<file path="src/rtl/icmp_pkg.sv">
// Shared ICMP constants, IP user-sideband field positions and the echo-reply FSM states.
// Also holds the fixed payload pattern generator used by both checksum and transmit paths.
package icmp_pkg;

  localparam logic [7:0] ICMP_TYPE_ECHO_REPLY = 8'd0;
  localparam logic [7:0] ICMP_TYPE_ECHO_REQ   = 8'd8;
  localparam logic [7:0] IP_PROTO_ICMP        = 8'd1;

  localparam int unsigned USER_LEN_MSB  = 55;
  localparam int unsigned USER_LEN_LSB  = 40;
  localparam int unsigned USER_FLAG_MSB = 39;
  localparam int unsigned USER_FLAG_LSB = 37;
  localparam int unsigned USER_TYPE_MSB = 36;
  localparam int unsigned USER_TYPE_LSB = 29;
  localparam int unsigned USER_OFF_MSB  = 28;
  localparam int unsigned USER_OFF_LSB  = 16;
  localparam int unsigned USER_ID_MSB   = 15;
  localparam int unsigned USER_ID_LSB   = 0;

  typedef enum logic [1:0] {IDLE, CALC, FOLD, SEND} icmp_state_e;

  // Payload byte k carries k[7:0]; word j holds bytes 8j..8j+7, first byte in the MSBs.
  function automatic logic [63:0] payload_word(input int unsigned j);
    logic [63:0] w;
    w = '0;
    for (int unsigned b = 0; b < 8; b++) begin
      w[63-8*b -: 8] = 8'((8*j + b) & 32'hFF);
    end
    return w;
  endfunction

endpackage

</file>
<file path="src/rtl/icmp_csum_acc.sv">
// 32-bit ones-complement checksum accumulator: load, add four 16-bit halfwords per cycle,
// then fold the carries back in and invert into a registered 16-bit checksum.
module icmp_csum_acc (
  input  logic        i_clk,
  input  logic        i_rst_n,
  input  logic        i_load,
  input  logic [31:0] i_load_val,
  input  logic        i_add,
  input  logic [63:0] i_word,
  input  logic        i_fold,
  output logic [15:0] o_csum
);

  logic [31:0] r_acc;
  logic [15:0] r_csum;
  logic [31:0] w_sum4;
  logic [16:0] w_s1;
  logic [15:0] w_s2;

  always_comb begin
    w_sum4 = 32'(i_word[63:48]) + 32'(i_word[47:32]) + 32'(i_word[31:16]) + 32'(i_word[15:0]);
    w_s1   = 17'(r_acc[15:0]) + 17'(r_acc[31:16]);
    w_s2   = w_s1[15:0] + 16'(w_s1[16]);
  end

  always_ff @(posedge i_clk or negedge i_rst_n) begin
    if (!i_rst_n) begin
      r_acc  <= '0;
      r_csum <= '0;
    end else begin
      if (i_load) begin
        r_acc <= i_load_val;
      end else if (i_add) begin
        r_acc <= r_acc + w_sum4;
      end
      if (i_fold) begin
        r_csum <= ~w_s2;
      end
    end
  end

  assign o_csum = r_csum;

endmodule

</file>
<file path="src/rtl/icmp_echo_tx.sv">
// ICMP Echo Reply transmitter: captures ID/Seq from the receiver, checksums the fixed
// payload, then streams header plus payload as 64-bit AXI-Stream beats to the IP TX layer.
module icmp_echo_tx
  import icmp_pkg::*;
#(
  parameter int unsigned PAYLOAD_WORDS = 4,
  parameter logic [2:0]  IP_FLAGS      = 3'b000
) (
  input  logic        i_clk,
  input  logic        i_rst_n,
  input  logic [15:0] i_Identifier,
  input  logic [15:0] i_Sequence,
  input  logic        i_trigger,
  output logic [63:0] m_axis_ip_data,
  output logic [55:0] m_axis_ip_user,
  output logic [7:0]  m_axis_ip_keep,
  output logic        m_axis_ip_last,
  output logic        m_axis_ip_valid,
  input  logic        m_axis_ip_ready,
  output logic        o_busy
);

  localparam int unsigned IW       = $clog2(PAYLOAD_WORDS + 1);
  localparam logic [IW-1:0] LAST_IDX = IW'(PAYLOAD_WORDS - 1);
  localparam logic [15:0] ICMP_LEN = 16'(8 + 8*PAYLOAD_WORDS);

  icmp_state_e r_state, w_state_nxt;

  logic          r_pend;
  logic [15:0]   r_slot_id, r_slot_seq;
  logic [15:0]   r_id, r_seq, r_pkt_id;
  logic [IW-1:0] r_idx;
  logic [63:0]   r_data;
  logic [55:0]   r_user;
  logic [7:0]    r_keep;
  logic          r_last, r_valid;

  logic          w_load, w_add, w_fold, w_xfer;
  logic [15:0]   w_csum;
  logic [63:0]   w_word;
  logic [55:0]   w_user;

  assign w_xfer = r_valid && m_axis_ip_ready;
  assign w_word = payload_word(32'(r_idx));

  icmp_csum_acc u_csum (
    .i_clk      (i_clk),
    .i_rst_n    (i_rst_n),
    .i_load     (w_load),
    .i_load_val (32'(r_slot_id) + 32'(r_slot_seq)),
    .i_add      (w_add),
    .i_word     (w_word),
    .i_fold     (w_fold),
    .o_csum     (w_csum)
  );

  always_ff @(posedge i_clk or negedge i_rst_n) begin
    if (!i_rst_n) r_state <= IDLE;
    else          r_state <= w_state_nxt;
  end

  always_comb begin
    w_state_nxt = r_state;
    w_load      = 1'b0;
    w_add       = 1'b0;
    w_fold      = 1'b0;
    unique case (r_state)
      IDLE: if (r_pend) begin
        w_load      = 1'b1;
        w_state_nxt = CALC;
      end
      CALC: begin
        w_add = 1'b1;
        if (r_idx == LAST_IDX) w_state_nxt = FOLD;
      end
      FOLD: begin
        w_fold      = 1'b1;
        w_state_nxt = SEND;
      end
      SEND: if (w_xfer && r_last) w_state_nxt = IDLE;
      default: w_state_nxt = IDLE;
    endcase
  end

  always_comb begin
    w_user = '0;
    w_user[USER_LEN_MSB:USER_LEN_LSB]   = ICMP_LEN;
    w_user[USER_FLAG_MSB:USER_FLAG_LSB] = IP_FLAGS;
    w_user[USER_TYPE_MSB:USER_TYPE_LSB] = IP_PROTO_ICMP;
    w_user[USER_OFF_MSB:USER_OFF_LSB]   = '0;
    w_user[USER_ID_MSB:USER_ID_LSB]     = r_pkt_id;
  end

  // A trigger in the same cycle IDLE consumes the slot wins, so it re-arms pending.
  always_ff @(posedge i_clk or negedge i_rst_n) begin
    if (!i_rst_n) begin
      r_pend     <= 1'b0;
      r_slot_id  <= '0;
      r_slot_seq <= '0;
    end else if (i_trigger) begin
      r_pend     <= 1'b1;
      r_slot_id  <= i_Identifier;
      r_slot_seq <= i_Sequence;
    end else if (w_load) begin
      r_pend     <= 1'b0;
    end
  end

  // r_idx walks payload words in CALC, then is reused as the next payload beat in SEND.
  always_ff @(posedge i_clk or negedge i_rst_n) begin
    if (!i_rst_n) begin
      r_id     <= '0;
      r_seq    <= '0;
      r_idx    <= '0;
      r_pkt_id <= '0;
      r_data   <= '0;
      r_user   <= '0;
      r_keep   <= '0;
      r_last   <= 1'b0;
      r_valid  <= 1'b0;
    end else begin
      if (w_load) begin
        r_id  <= r_slot_id;
        r_seq <= r_slot_seq;
        r_idx <= '0;
      end
      if (r_state == CALC) begin
        r_idx <= (r_idx == LAST_IDX) ? '0 : r_idx + 1'b1;
      end
      if (r_state == SEND) begin
        if (!r_valid) begin
          r_valid <= 1'b1;
          r_data  <= {ICMP_TYPE_ECHO_REPLY, 8'h00, w_csum, r_id, r_seq};
          r_user  <= w_user;
          r_keep  <= '1;
          r_last  <= 1'b0;
          r_idx   <= '0;
        end else if (w_xfer) begin
          if (r_last) begin
            r_valid  <= 1'b0;
            r_last   <= 1'b0;
            r_data   <= '0;
            r_user   <= '0;
            r_keep   <= '0;
            r_pkt_id <= r_pkt_id + 1'b1;
          end else begin
            r_data <= w_word;
            r_last <= (r_idx == LAST_IDX);
            r_idx  <= r_idx + 1'b1;
          end
        end
      end
    end
  end

  assign m_axis_ip_data  = r_data;
  assign m_axis_ip_user  = r_user;
  assign m_axis_ip_keep  = r_keep;
  assign m_axis_ip_last  = r_last;
  assign m_axis_ip_valid = r_valid;
  assign o_busy          = (r_state != IDLE) || r_pend;

endmodule
</file>
<file path="config.mk">
export PLATFORM = sky130hd
export DESIGN_NAME = icmp_echo_tx
export DESIGN_NICKNAME = d
export VERILOG_FILES = /design/src/rtl/icmp_pkg.sv /design/src/rtl/icmp_csum_acc.sv /design/src/rtl/icmp_echo_tx.sv
export SDC_FILE = /design/constraint.sdc
export NUM_CORES = 1
export LEC_CHECK = 0
export BUFFER_PORTS_ARGS = -buffer_cell sky130_fd_sc_hd__buf_2
export CAP_MARGIN = 20
export CORE_AREA = 2 2 140 142
export CTS_BUF_LIST = sky130_fd_sc_hd__clkbuf_8
export DETAILED_ROUTE_END_ITERATION = 16
export DIE_AREA = 0 0 142 144
export PLACE_DENSITY_LB_ADDON = 0.25
export SLEW_MARGIN = 15
export SYNTH_ARGS = -nofsm -noshare
export SYNTH_HDL_FRONTEND = slang
export SYNTH_SLANG_ARGS = --single-unit
</file>
<file path="constraint.sdc">
create_clock -name i_clk -period 4.6 [get_ports i_clk]
set_input_delay 0.23 -clock i_clk [delete_from_list [all_inputs] [get_ports i_clk]]
set_output_delay 0.23 -clock i_clk [all_outputs]
set_load 0.03 [all_outputs]
</file>
==> qor.yml, run 1 <==
setup_tns_ps: 0
cts_root_buf: "clkbuf_8"
cap_violations: 0
crit_arrival_ps: 4740
clock_sinks: 205
start_util: 0.580
yosysTopAreaCell: "dfrtp_1"
drt-initial-drc-count: 414
hp-start: "m_axis_ip_ready"
grt_pass1_vias: 7995
first_pass_iters: 6
track_usage: 0.248
clockPowerShare: 0.195
timing.rr.start: "u_csum.r_acc[16]"
crit_path_start: "u_csum.r_acc[16]"
syn_inst: 1107
avgSynthCellArea_um2: 10.0
cp_slowest_cell: "dfrtp_1"
yosysTopAreaCellShare: 0.463
finalHoldViolations: 0
cts_buffers: 36
ys_seq_elements: 205
maxSlewHeadroom: 0.388
internal_power_mw: 4.58
avgRoutedWirePerCell_um: 16.5
synth.distinct_cells: 78
drv_slew: 0
synth_area_leaders: "dfrtp_1 46%, nand2_1 6.3%, ha_1 6.1%"
path_max_fanout: 7
final_common_cell: "dfrtp_1"
cts_buffer_depth: 3
synth_async_sr_flop_share: 1.00
power_mw: 8.13
grt_first_pass_wirelength_mm: 41.0
antenna_cells: 0
leakage_nw: 6.41
min_period_over_period: 0.943
routed_via_density: 5.61
ir_drop_v: 0.000345
period_minus_slack_ps: 4340
worstMarginPinSlew_ps: 913
syn-cell-area_um2: 11100
required_ps: 5000
place.gp.congestion: 0.927
drive_above_1_share: 0.197
hp-class: "in2reg"
worstSetupEndpointType: "flip-flop"
overflow: 0
detail-route-antenna-nets: 0
drc: 0
critPathLaunchType: "flip-flop"
ys_warn_count: 0
status: "finished clean"
fin_skew_ps: 19.3
area_delta_synth_final_pct: 14.2
clkSlewWorstSetupHoldPaths_ps: 50
critPathTopFamily: "compound AO/OA/AOI/OAI gates"
pwr-share-seq: 0.347
yosysSeqAreaShare: 0.463
via_count: 8458
numPortBuffers: 120
drt_wl_total_mm: 24.9
cts_tree: "built"
place_hpwl_mm: 17.3
antenna_found_initial: 0
dominantRegCellSynth: "dfrtp_1"
insertion_delay_ps: 510
die_h_um: 144
crit_buf_inv: 1
comb_power_share: 0.458
setup_viol_count_final: 0
switching_share: 0.437
core_um2: 19100
die_x_um: 142
worstPathCellList: "ha_1 > inv_1 > fa_1 > nand2b_1 > a211oi_4 > o21ai_4 > o21a_1 > nand2_1 > a21o_1 > a21oi_1 > o21bai_1 > ha_1 > nand2b_1 > nor2_2 > nand3_1 > nor3_2 > o21ai_1 > o31a_1 > o31ai_1"
cellPowerDensity_nw_per_um2: 643
row_count: 51
layout_common_cells: "205 x dfrtp_1, 184 x nand2_1, 119 x buf_2"
switching_power_mw: 3.56
io-pin-count: 167
h-tree-depth: 2
synth_edf_count: 0
path_class: "reg2reg"
critical_path.max_stage_delay_ps: 490
grt_max_degree: 108
fin_nets: 1336
final_util: 0.663
dieArea_um2: 20400
max_freq_ghz: 0.230
rsz0062_at_grt: "no"
per-layer routing:
layer  global-route usage  share of wire  vias to the layer above
met1                0.356           0.47                     4111
li1                     -              -                     4077
met4               0.0647          0.018                        0
met3               0.0334          0.043                       35
met2                0.402           0.47                      235
met5                    0              0                        -
Yosys cell counts, types with 24 or more instances:
| cell type | number |
|---|---|
| a22o_1 | 36 |
| xnor2_1 | 31 |
| o21ai_0 | 39 |
| inv_1 | 35 |
| buf_4 | 59 |
| clkbuf_1 | 40 |
| ha_1 | 54 |
| dfrtp_1 | 205 |
| nand3_1 | 27 |
| nor2_1 | 43 |
| xor2_1 | 24 |
| a21oi_1 | 47 |
| mux2_2 | 39 |
| nand2_1 | 185 |
power groups by stage:
stage          clock network [mW]  logic, mW  registers, mW
2_1_floorplan                   0       2.49           3.11
3_3_place_gp                    0       3.60           2.83
3_5_place_dp                    0       3.67           2.84
4_1_cts                      1.62       3.72           2.82
5_1_grt                      1.70       4.15           2.89
6_report                     1.59       3.72           2.82
worst register-to-register path: cells and delay by family, from the launching register on:
family,cells,cell delay (ps)
AOI/OAI and AO/OA,9,1800
adders and majority gates,3,830
buffers and inverters,1,70
DFF,1,490
and+or+nand+nor,6,1060
state kept, by name, summed over array words and instances, names as in the netlist, 2 cells and up:
register and cells:
r_id 16, r_slot_seq 16, r_seq 16, u_csum.o_csum 16, r_pkt_id 16, r_slot_id 16
u_csum.r_acc 32, m_axis_ip_user 16, r_state 2, r_idx 3, m_axis_ip_data 52
metrics by stage:
step                      setup WS, ps  cell area [µm²]  hold WS, ps  std cells
after CTS                          282            12600          268       1508
after global placement             454            11600          363       1410
final                              261            12600          291       1509
after detailed placement           324            11600          361       1410
after floorplan                    791            11200        -65.6       1152
after global routing              39.7            12600          311       1509
what timing repair did:
action | in CTS | in global routing
gates resized for setup | 0 | 1
hold endpoints to repair | 130 | 0
setup endpoints to repair | 0 | 3
setup buffers | 0 | 1
hold buffers | 33 | 0
worst paths after layout:
kind                                 endpoint  slack [ps]  cells after the start
max reg2reg                 u_csum.o_csum[14]         260                     19
min in group asynchronous  m_axis_ip_data[38]         340                      2
min                           m_axis_ip_valid         290                      4
max                         u_csum.o_csum[14]         260                     19
min reg2reg                          r_seq[6]         480                      2
max in group asynchronous    u_csum.r_acc[11]        3210                      3
final cells by class:
class                   instances  area [µm²]
flip-flops and latches        205        5130
clock inverters                21        88.8
repair buffers                160        1000
fillers                      1518        6440
clock buffers                  44         606
well taps                     238         298
multi-input cells             806        5380
inverters                      35         131
cell families after synthesis:
| group | Yosys count | synth area share |
|---|---|---|
| AND/OR/NAND/NOR | 351 | 0.146 |
| XOR/XNOR | 57 | 0.0470 |
| buffers and inverters | 141 | 0.0680 |
| flip-flops | 205 | 0.463 |
| other | 1 | 0.000339 |
| multiplexers | 48 | 0.0487 |
| adder cells (fa/ha/maj) | 56 | 0.0646 |
| AO/OA/AOI/OAI | 248 | 0.162 |
Note: power is estimated with default switching activity, not from simulation.
==> run 2: changes to the inputs <==
REMOVE_ABC_BUFFERS = 1   (was not set)
SLEW_MARGIN = not set   (was 15)
==> qor.yml, run 2 (synthesis gave the netlist of run 1 again) <==
rsz0062_at_grt: "no"  # unchanged
placed_area_um2: 11600  # about the same
dieArea_um2: 20400  # unchanged
first_pass_iters: 7  # was 6
final_util: 0.669  # was 0.663
clock_sinks: 205  # unchanged
drc: 0  # unchanged
drive_above_1_share: 0.203  # was 0.197
cts_buffer_depth: 3  # unchanged
place_hpwl_mm: 16.6  # was 17.3 mm
status: "finished clean"  # unchanged
routed_via_density: 5.61  # about the same
leakage_nw: 6.44  # was 6.41 nW
largest_register_ffs: 52  # unchanged
die_x_um: 142  # unchanged
die_h_um: 144  # unchanged
antenna_found_initial: 0  # unchanged
maxSlewHeadroom: 0.413  # was 0.388
critPathLaunchType: "flip-flop"  # unchanged
drt_wl_total_mm: 24.7  # was 24.9 mm
grt_first_pass_wirelength_mm: 40.5  # was 41.0 mm
cts_setup_buffers: 0  # unchanged
overflow: 0  # unchanged
final_common_cell: "dfrtp_1"  # unchanged
numPortBuffers: 120  # unchanged
crit_arrival_ps: 4660  # was 4740 ps
drv_slew: 0  # unchanged
multi_input_area_um2: 5380  # about the same
fillers: 1514  # was 1518
hp-class: "in2async"  # was in2reg
insertion_delay_ps: 540  # was 510 ps
grt_pass1_vias: 8135  # was 7995
post-place-ws_ps: 378  # was 324 ps
path_max_fanout: 7  # unchanged
cts_tree: "built"  # unchanged
setup_viol_count_final: 0  # unchanged
area_delta_synth_final_pct: 15.2  # was 14.2%
whs_ps: 105  # was 291 ps
h-tree-depth: 2  # unchanged
worstMarginPinSlew_ps: 876  # was 913 ps
detail-route-antenna-nets: 0  # unchanged
track_usage: 0.243  # was 0.248
start_util: 0.580  # unchanged
clkSlewWorstSetupHoldPaths_ps: 60  # was 50 ps
via_count: 8480  # was 8458
grt_max_degree: 132  # was 108
path_class: "reg2reg"  # unchanged
core_um2: 19100  # unchanged
design_area_um2: 12800  # was 12600 µm²
fin_skew_ps: 37.4  # was 19.3 ps
fin_nets: 1339  # was 1336
cts_resized: 0  # unchanged
cellPowerDensity_nw_per_um2: 651  # was 643 nW/µm²
place.gp.congestion: 0.883  # was 0.927
worstSetupEndpointType: "flip-flop"  # unchanged
layout_setup_ws_ps: 355  # was 261 ps
drt-initial-drc-count: 406  # was 414
cts_buffers: 36  # unchanged
max_freq_ghz: 0.236  # was 0.230 GHz
min_period_over_period: 0.923  # was 0.943
cap_violations: 0  # unchanged
antenna_cells: 0  # unchanged
ir_drop_v: 0.000398  # was 0.000345 V
cts_root_buf: "clkbuf_8"  # unchanged
required_ps: 5010  # was 5000 ps
row_count: 51  # unchanged
register_area_um2: 5130  # unchanged
period_minus_slack_ps: 4240  # was 4340 ps
finalHoldViolations: 0  # unchanged
layout_common_cells: "205 x dfrtp_1, 184 x nand2_1, 119 x buf_2"  # unchanged
avgRoutedWirePerCell_um: 16.3  # was 16.5 µm
io-pin-count: 167  # unchanged
==> run 2: final timing paths <==
check                      slack (ps)            endpoint               start  depth (start not counted)
max                               360   u_csum.o_csum[14]     u_csum.r_acc[0]                         19
max in group asynchronous        3160   m_axis_ip_data[3]             i_rst_n                          4
min                               110  m_axis_ip_data[39]             i_rst_n                          2
min in group i_clk                210  m_axis_ip_data[59]     m_axis_ip_ready                          4
min reg2reg                       470  m_axis_ip_data[41]  m_axis_ip_data[41]                          2
max reg2reg                       360   u_csum.o_csum[14]     u_csum.r_acc[0]                         19
==> run 2: area by class of cell <==
type,count,share of cell area
inverters,35,0.0103
multi-input cells,806,0.422
flip-flops and latches,205,0.402
clock buffers,46,0.0496
repair buffers,163,0.0811
well taps,238,0.0233
clock inverters,19,0.0116
==> run 2: worst max-delay path, stage by stage, from the launching register on <==
cell	delay [ps]
dfrtp_1	360
ha_1	200
inv_1	60
fa_1	390
nand2b_1	210
a211oi_4	340
o21ai_4	160
o21a_1	230
nand2_1	80
a21o_1	110
a21oi_1	60
o21bai_1	260
ha_1	200
nand2b_1	80
nor2_1	250
nand3_1	190
nor3_2	310
o21ai_1	170
o31a_1	260
o31ai_1	230
==> run 2: stage by stage <==
| stage | setup TNS (ps) | power [mW] | std cells |
|---|---|---|---|
| after detailed placement | 0 | 6.48 | 1413 |
| after floorplan | -5190 | 5.46 | 1046 |
| after global placement | 0 | 6.40 | 1413 |
| final | 0 | 8.31 | 1512 |
| after global routing | 0 | 8.90 | 1512 |
| after CTS | 0 | 8.32 | 1511 |
==> run 2: repair_timing <==
| item | in CTS | in global routing |
|---|---|---|
| hold buffers | 33 | 0 |
| endpoints found under the hold margin | 161 | 0 |
| endpoints found under the setup margin | 0 | 0 |
==> run 2: per-layer routing <==
layer	GRT usage	up-vias	part of all wire
li1	-	4074	-
met4	0.0758	0	0.018
met5	0	-	0
met2	0.396	235	0.48
met3	0.0397	32	0.047
met1	0.337	4139	0.46
==> run 2: where the power goes <==
part	internal, mW	switching (mW)	total, mW
registers	2.37	0.415	2.78
clock network	1.02	0.773	1.79
logic	1.35	2.38	3.73
total	4.74	3.57	8.31
==> run 3: changes to the inputs <==
CORE_AREA = 2 2 142 144   (was 2 2 140 142)
CTS_BUF_LIST = sky130_fd_sc_hd__clkbuf_4 sky130_fd_sc_hd__clkbuf_8 sky130_fd_sc_hd__clkbuf_16   (was sky130_fd_sc_hd__clkbuf_8)
DIE_AREA = 0 0 144 146   (was 0 0 142 144)
==> qor.yml, run 3 (synthesis gave the netlist of run 1 again) <==
placed_area_um2: 11700  # was 11600 µm²
core_um2: 19300  # was 19100 µm²
detail-route-antenna-nets: 0  # unchanged
final_util: 0.660  # was 0.669
drt-initial-drc-count: 453  # was 406
dp_cells: 1439  # was 1413
switching_power_mw: 3.54  # was 3.57 mW
final_common_cell: "dfrtp_1"  # unchanged
path_class: "reg2reg"  # unchanged
die_h_um: 146  # was 144 µm
min_period_over_period: 0.916  # was 0.923
via_count: 8342  # was 8480
cp_slowest_cell: "fa_1"  # unchanged
r2r.worst_path.cells: 19  # unchanged
pwr-share-seq: 0.333  # was 0.335
place.gp.congestion: 0.910  # was 0.883
clock_sinks: 205  # unchanged
dieArea_um2: 21000  # was 20400 µm²
drc: 0  # unchanged
place_hpwl_mm: 16.5  # was 16.6 mm
grt_first_pass_wirelength_mm: 40.6  # was 40.5 mm
cts_root_buf: "clkbuf_16"  # was clkbuf_8
status: "finished clean"  # unchanged
cts_buffer_depth: 3  # unchanged
leakage_nw: 6.37  # was 6.44 nW
finalHoldViolations: 0  # unchanged
worstMarginPinSlew_ps: 860  # was 876 ps
drive_above_1_share: 0.196  # was 0.203
worstSetupEndpointType: "flip-flop"  # unchanged
fin_nets: 1324  # was 1339
drv_slew: 0  # unchanged
internal_power_mw: 4.83  # was 4.74 mW
layout_setup_ws_ps: 388  # was 355 ps
grt_pass1_vias: 8253  # was 8135
cp.depth: 19  # unchanged
cellPowerDensity_nw_per_um2: 656  # was 651 nW/µm²
r2r_end: "u_csum.o_csum[14]"  # unchanged
clockPowerShare: 0.220  # was 0.216
fillers: 1534  # was 1514
critical_path.max_stage_delay_ps: 390  # about the same
grt_max_degree: 104  # was 132
routed_via_density: 5.51  # was 5.61
drt_wl_total_mm: 24.3  # was 24.7 mm
first_pass_iters: 5  # was 7
overflow: 0  # unchanged
max_freq_ghz: 0.237  # was 0.236 GHz
row_count: 51  # unchanged
crit_buf_inv: 1  # unchanged
track_usage: 0.235  # was 0.243
cap_violations: 0  # unchanged
layout_common_cells: "205 x dfrtp_1, 184 x nand2_1, 119 x buf_2"  # unchanged
whs_ps: 201  # was 105 ps
largest_register_ffs: 52  # unchanged
clkSlewWorstSetupHoldPaths_ps: 60  # about the same
avgRoutedWirePerCell_um: 16.1  # was 16.3 µm
rsz0062_at_grt: "no"  # unchanged
required_ps: 5020  # was 5010 ps
h-tree-depth: 1  # was 2
antenna_cells: 0  # unchanged
path_max_fanout: 7  # unchanged
setup_tns_ps: 0  # unchanged
cts_tree: "built"  # unchanged
crit_arrival_ps: 4630  # was 4660 ps
antenna_found_initial: 0  # unchanged
fin_cells: 1513  # was 1512
design_area_um2: 12800  # unchanged
insertion_delay_ps: 520  # was 540 ps
hp-class: "in2reg"  # was in2async
switching_share: 0.423  # was 0.429
r2r_slack_ps: 390  # was 360 ps
die_x_um: 144  # was 142 µm
period_minus_slack_ps: 4210  # was 4240 ps
setup_viol_count_final: 0  # unchanged
power_mw: 8.36  # was 8.31 mW
crit_path_start: "u_csum.r_acc[16]"  # was u_csum.r_acc[0]
fin_skew_ps: 9.35  # was 37.4 ps
ir_drop_v: 0.000573  # was 0.000398 V
start_util: 0.573  # was 0.580
post-place-ws_ps: 437  # was 378 ps
area_delta_synth_final_pct: 15.2  # unchanged
critPathLaunchType: "flip-flop"  # unchanged
maxSlewHeadroom: 0.427  # was 0.413
numPortBuffers: 120  # unchanged
crit_end: "u_csum.o_csum[14]"  # unchanged
timing.rr.start: "u_csum.r_acc[16]"  # was u_csum.r_acc[0]
comb_power_share: 0.448  # was 0.449
cts_buffers: 23  # was 36
io-pin-count: 167  # unchanged
critPathTopFamily: "compound AO/OA/AOI/OAI gates"  # unchanged
worstPathCellList: "ha_1 > inv_1 > fa_1 > nand2b_1 > a211oi_4 > o21ai_4 > o21a_1 > nand2_1 > a21o_1 > a21oi_1 > o21bai_1 > ha_1 > nand2b_1 > nor2_1 > nand3_1 > nor3_2 > o21ai_1 > o31a_1 > o31ai_1"  # unchanged
==> run 3: worst min path at each step <==
stage          slack, ps            endpoint       startpoint  depth (start not counted)
3_3_place_gp         400    u_csum.r_acc[31]          i_rst_n                          1
2_1_floorplan        -70   m_axis_ip_data[0]          i_rst_n                          0
3_5_place_dp         400    u_csum.r_acc[31]          i_rst_n                          1
6_report             200  m_axis_ip_data[59]  m_axis_ip_ready                          4
5_1_grt              260  m_axis_ip_data[60]  m_axis_ip_ready                          4
4_1_cts              180  m_axis_ip_data[59]  m_axis_ip_ready                          4
==> run 3: worst register-to-register path, delay by kind of cell (launching register included) <==
| kind | cells | cell delay (ps) |
|---|---|---|
| AO/OA/AOI/OAI | 9 | 1840 |
| AND/OR/NAND/NOR | 6 | 1110 |
| buffers and inverters | 1 | 60 |
| adder cells (fa/ha/maj) | 3 | 760 |
| flip-flops | 1 | 350 |
==> run 3: cell type report <==
cell class | count | area [µm²] | area share
clock inverters | 8 | 75.1 | 0.00589
repair buffers | 161 | 1010 | 0.0794
clock buffers | 33 | 694 | 0.0544
multi-input cells | 806 | 5380 | 0.422
flip-flops and latches | 205 | 5130 | 0.402
inverters | 35 | 131 | 0.0103
well taps | 265 | 332 | 0.0260
==> run 3: routing by layer <==
metal / GRT usage / routed length (µm) / vias to the layer above
li1: - / - / 4047
met1: 0.331 / 11200 / 4040
met2: 0.380 / 11400 / 210
met3: 0.0329 / 1120 / 45
met4: 0.0642 / 619 / 0
met5: 0 / 0 / -
==> run 3: repair_timing <==
item	in CTS	in global routing
resized for setup	0	0
buffers inserted	0	0
hold buffers	33	0
hold endpoints to repair	134	0
==> run 3: power groups by stage <==
stage               clock network (mW)  logic (mW)  registers, mW
finish                            1.84        3.74           2.78
global route                      1.95        4.15           2.85
CTS                               1.88        3.75           2.78
detailed placement                   0        3.69           2.80
global placement                     0        3.61           2.78
floorplan                            0        2.26           3.20
